===== src/rtl/tag_merge_arb.sv =====
// tag_merge_arb: NIN-input word merge with round-robin / fixed-priority grant,
// message locking until the last word, and a single registered output stage.
module tag_merge_arb #(
  parameter int NIN     = 3,
  parameter int N       = 27,
  parameter int NSRC    = 2,
  parameter int PRIO_HI = 0
) (
  input  logic             i_clk,
  input  logic             i_reset,
  input  logic [NIN*N-1:0] i_in_d,
  input  logic [NIN-1:0]   i_in_last,
  input  logic [NIN-1:0]   i_in_v,
  output logic [NIN-1:0]   o_in_a,
  input  logic             i_mode_rr,
  output logic [N-1:0]     o_out_d,
  output logic             o_out_last,
  output logic [NSRC-1:0]  o_out_src,
  output logic             o_out_v,
  input  logic             i_out_a,
  output logic             o_locked
);

  typedef enum logic {
    ST_UNLOCKED = 1'b0,
    ST_LOCKED   = 1'b1
  } lock_state_t;

  lock_state_t     r_state;
  logic [NSRC-1:0] r_owner;
  logic [NSRC-1:0] r_rr_ptr;
  logic [N-1:0]    r_out_d;
  logic            r_out_last;
  logic [NSRC-1:0] r_out_src;
  logic            r_out_v;

  logic            w_free;
  logic            w_grant_v;
  logic            w_accept;
  logic            w_sel_last;
  logic [NSRC-1:0] w_grant_idx;
  logic [NSRC-1:0] w_start;
  logic [N-1:0]    w_sel_d;

  // Output stage can take a word when empty or being drained this cycle
  always_comb begin
    w_free   = (!r_out_v) || i_out_a;
    w_accept = w_grant_v && w_free && (!i_reset);
  end

  // Grant search: owner only while locked, otherwise first valid from w_start upward
  always_comb begin
    int idx;
    w_grant_v   = 1'b0;
    w_grant_idx = '0;
    w_start     = '0;
    idx         = 0;
    if (r_state == ST_LOCKED) begin
      w_grant_v   = i_in_v[r_owner];
      w_grant_idx = r_owner;
    end else begin
      if (i_mode_rr) begin
        if (r_rr_ptr == NSRC'(NIN - 1)) begin
          w_start = '0;
        end else begin
          w_start = r_rr_ptr + 1'b1;
        end
      end else begin
        w_start = NSRC'(PRIO_HI);
      end
      // Walk from the farthest candidate back to w_start so the nearest valid wins
      for (int k = NIN - 1; k >= 0; k--) begin
        idx         = int'(w_start) + k;
        idx         = (idx >= NIN) ? (idx - NIN) : idx;
        w_grant_v   = w_grant_v | i_in_v[idx];
        w_grant_idx = i_in_v[idx] ? NSRC'(idx) : w_grant_idx;
      end
    end
  end

  // One-hot ack and data/last selection for the granted channel
  always_comb begin
    o_in_a     = '0;
    w_sel_d    = i_in_d[int'(w_grant_idx) * N +: N];
    w_sel_last = i_in_last[w_grant_idx];
    for (int i = 0; i < NIN; i++) begin
      o_in_a[i] = w_accept && (w_grant_idx == NSRC'(i));
    end
  end

  // Output register, lock state machine and round-robin pointer
  always_ff @(posedge i_clk) begin
    if (i_reset) begin
      r_state    <= ST_UNLOCKED;
      r_owner    <= '0;
      r_rr_ptr   <= NSRC'(NIN - 1);
      r_out_d    <= '0;
      r_out_last <= 1'b0;
      r_out_src  <= '0;
      r_out_v    <= 1'b0;
    end else begin
      if (w_accept) begin
        r_out_d    <= w_sel_d;
        r_out_last <= w_sel_last;
        r_out_src  <= w_grant_idx;
        r_out_v    <= 1'b1;
        r_rr_ptr   <= w_grant_idx;
        case (r_state)
          ST_UNLOCKED: begin
            if (!w_sel_last) begin
              r_state <= ST_LOCKED;
              r_owner <= w_grant_idx;
            end
          end
          ST_LOCKED: begin
            if (w_sel_last) begin
              r_state <= ST_UNLOCKED;
            end
          end
          default: begin
            r_state <= ST_UNLOCKED;
          end
        endcase
      end else if (r_out_v && i_out_a) begin
        r_out_v <= 1'b0;
      end
    end
  end

  assign o_out_d    = r_out_d;
  assign o_out_last = r_out_last;
  assign o_out_src  = r_out_src;
  assign o_out_v    = r_out_v;
  assign o_locked   = (r_state == ST_LOCKED);

endmodule


===== config.mk =====
export PLATFORM = sky130hd
export DESIGN_NAME = tag_merge_arb
export DESIGN_NICKNAME = d
export VERILOG_FILES = /design/src/rtl/tag_merge_arb.sv
export SDC_FILE = /design/constraint.sdc
export NUM_CORES = 1
export LEC_CHECK = 0
export CAP_MARGIN = 20
export CORE_ASPECT_RATIO = 1.1
export CORE_UTILIZATION = 36
export CTS_BUF_LIST = sky130_fd_sc_hd__clkbuf_8
export DETAILED_ROUTE_END_ITERATION = 8
export PLACE_DENSITY = 0.8
export SYNTH_ARGS = -nofsm -noshare
export SYNTH_HDL_FRONTEND = slang
export SYNTH_SLANG_ARGS = --single-unit

===== constraint.sdc =====
create_clock -name i_clk -period 3.2 [get_ports i_clk]
set_input_delay 0.48 -clock i_clk [delete_from_list [all_inputs] [get_ports i_clk]]
set_output_delay 0.48 -clock i_clk [all_outputs]
set_load 0.05 [all_outputs]

==> qor.yml <==
placed_design:
  pre_cts_ws_ps: -330
  post-dp-hpwl_microns: 5280
  gp_congestion: 1.01
  portBuffers: 125
synth:
  synth.distinct_cells: 44
  synthCells: 244
  syn_avg_cell_area_sq_um: 8.94
  synth_edf_count: 0
  ys_warn_count: 0
  synthArstFlopShare_pct: 0
  synth_top_flop_cell: "dfxtp_1"
  syn_nets: 338
  synth_area_sq_um: 2180
  ys_ff_latch: 35
  ys_seq_area_share_pct: 32.1
critical_path:
  crit_chain: "clkdlybuf4s15_1, or3b_4, ha_4, mux2i_4, nor2_2, buf_6, nor2_4, a21oi_4, a2111oi_4, buf_12"
  worstPathArrival_ps: 2680
  slowest_delay_ps: 410
  start_kind: "input port"
  r2r_slack_ps: 240
  end_kind: "output pin"
  ff2ff_path_depth: 10
  crit_path_top_delay_cell: "or3b_4"
  timing.rr.end: "r_owner[0]"
  r2r_start: "r_rr_ptr[1]"
  criticalPathCategory: "in -> out"
  critPathRequiredTime_ps: 2720
  crit_fanout: 6
global_routing:
  grt_use_total_pct: 23.5
  grt_pass1_wl_microns: 12100
  overflow: 0
  first_global_vias: 2594
  antenna_found_initial: 0
  grt_max_degree: 34
clock_tree:
  clkTransAtPathRegs_ps: 70
  clkLatencyLatePin_ps: 290
  cts_tree: "yes"
  clockRootBuffer: "clkbuf_8"
  clockBufferDepth: 2
  cts_buffers: 5
  cts.htree.levels: 2
  cts_hold_buf: 0
  clock_sinks: 35
hold_path:
  hp-start: "o_out_d[25]"
  hold_class: "reg -> reg"
  holdPathEnd: "o_out_d[25]"
  min_path_cells: 2
layout:
  regArea_sq_um: 702
  diodes: 0
  drive_gt1_share_pct: 16.0
  multiInputGateArea_sq_um: 1440
  fill_cells: 500
  syn2layout_area_growth_pct: 79.8
  fin_nets: 480
outcome:
  run_status: "completed"
pwr:
  power.share.clock_pct: 15.8
  ir_worst_vdd_v: 0.000281
  switching_share_pct: 41.7
  seq_power_share_pct: 26.4
  p_int_mw: 1.31
  power_frac_comb_pct: 57.8
  p_leak_nw: 1.49
  p_sw_uw: 940
  power_density_nw_per_um2: 575
  power.total_mw: 2.25
sta:
  whs_ps: 459
  finalWorstSetupSlack_ps: 36.8
  rsz0062_at_grt: "true"
  maxSlewHeadroom_pct: 63.3
  period_minus_slack_ps: 3160
  setup_violations: 0
  worstMarginPinSlew_ps: 549
  max_freq_mhz: 316
  drv_slew: 0
  setup-tns-final_ps: 0
  min_period_over_period_pct: 98.9
  hold_viol: 0
  finClkSkew_ps: 4.24
flow_run:
  maxCapViolCount: 0
route:
  drt-total-wl_microns: 7150
  route.detailed.drc: 0
  via_count: 2468
  via_per_inst: 5.32
  ant_nets: 0
  first_pass_iters: 4
  wl_per_cell_microns: 15.4
  drt-initial-drc-count: 93
die:
  initial_utilization_pct: 37.6
  ios: 126
  die-area_sq_um: 6370
  coreArea_sq_um: 5810
  die_x_microns: 76.2
  row_count: 29
  die_h_microns: 83.6
layout by cell type (no fill, tap or decap), types with 2 or more instances in the layout:
master	instances
clkdlybuf4s50_1	121
dfxtp_1	34
mux2i_1	32
o21ai_1	28
buf_4	28
a2bb2oi_1	27
nand3_1	27
clkbuf_8	7
inv_1	5
a21oi_1	5
nand2_1	5
buf_12	5
and3b_1	4
nor2_1	4
o21ai_0	4
o211ai_1	4
nor2b_1	4
nand3b_1	3
buf_6	3
a31oi_4	2
nand2b_1	2
a21boi_1	2
ha_2	2
timing repair:
action,CTS,global route
setup endpoints to repair,7,3
pin swaps,6,4
resized for setup,12,3
buffers inserted,5,0
registers in the layout, indices dropped and copies added (netlist names):
name and cells:
o_locked 1, r_rr_ptr 2, o_out_last 1, o_out_v 1, o_out_src 1, r_owner 2
o_out_d 27
power groups by stage:
stage / Sequential, mW / Clock [mW] / Combinational (mW)
6_report: 0.594 / 0.356 / 1.30
5_1_grt: 0.609 / 0.389 / 1.37
4_1_cts: 0.594 / 0.367 / 1.30
3_5_place_dp: 0.603 / 0 / 1.27
3_3_place_gp: 0.595 / 0 / 1.25
2_1_floorplan: 0.916 / 0 / 0.501
cell families (layout without fill, tap and decap cells):
logic type	after synthesis	count (layout)	synth area share (%)
AO/OA/AOI/OAI	83	83	26.9
AND/OR/NAND/NOR	61	61	15.4
flip-flops	35	35	32.1
multiplexers	34	34	16.2
buffers and inverters	28	171	7.63
adder cells (fa/ha/maj)	3	3	1.72
metal layers:
metal | vias up | part of all wire, % | GRT usage (%)
li1 | 1203 | - | -
met1 | 1142 | 40 | 27.3
met2 | 104 | 51 | 41.0
met3 | 19 | 5.4 | 4.81
met4 | 0 | 3.5 | 11.0
met5 | - | 0 | 0
Yosys cell counts, drive strengths merged (2+ instances only):
cell	n	area share [%]
dfxtp	35	32
mux2i	33	16
o21ai	33	7.6
a2bb2oi	27	11
nand3	27	6.2
clkbuf	13	2.2
buf	10	4.5
a21oi	6	1.4
nor2	6	1.1
nor2b	6	1.7
inv	5	0.86
nand2	5	0.86
and3b	4	1.6
o211ai	4	1.4
ha	3	1.7
nand3b	3	1.0
a21boi	2	0.69
a31oi	2	1.3
nand2b	2	0.57
nor3	2	0.46
worst max path at each step:
stage	start	endpoint	slack (ps)	cells past startpoint
final	i_mode_rr	o_in_a[1]	40	10
after global routing	r_rr_ptr[1]	o_in_a[1]	-70	9
after CTS	i_mode_rr	o_in_a[1]	10	10
after detailed placement	i_mode_rr	r_owner[0]	-330	11
after floorplan	i_mode_rr	o_in_a[1]	1	9
after global placement	i_mode_rr	r_owner[0]	-350	11
critical path, delay by kind of cell:
family	cells	cell delay [ps]
buf+inv	3	510
mux	1	300
compound gates	2	470
fa+ha+maj	1	320
simple gates	3	600
final cells by class:
cell class              count  share of cell area, %
multi-input cells         181                   36.6
inverters                   5                  0.479
repair buffers            158                   39.9
well taps                  77                   2.46
clock buffers               7                   2.46
clock inverters             1                  0.191
flip-flops and latches     35                   17.9
through the flow:
| step | cells | cell area (sq um) | util, % |
|---|---|---|---|
| after floorplan | 244 | 2270 | - |
| after global placement | 451 | 3720 | 64.1 |
| after detailed placement | 451 | 3720 | 64.1 |
| after CTS | 464 | 3920 | 67.4 |
| after global routing | 464 | 3920 | 67.5 |
| final | 464 | 3920 | 67.5 |
(Power assumes the default switching activity.)
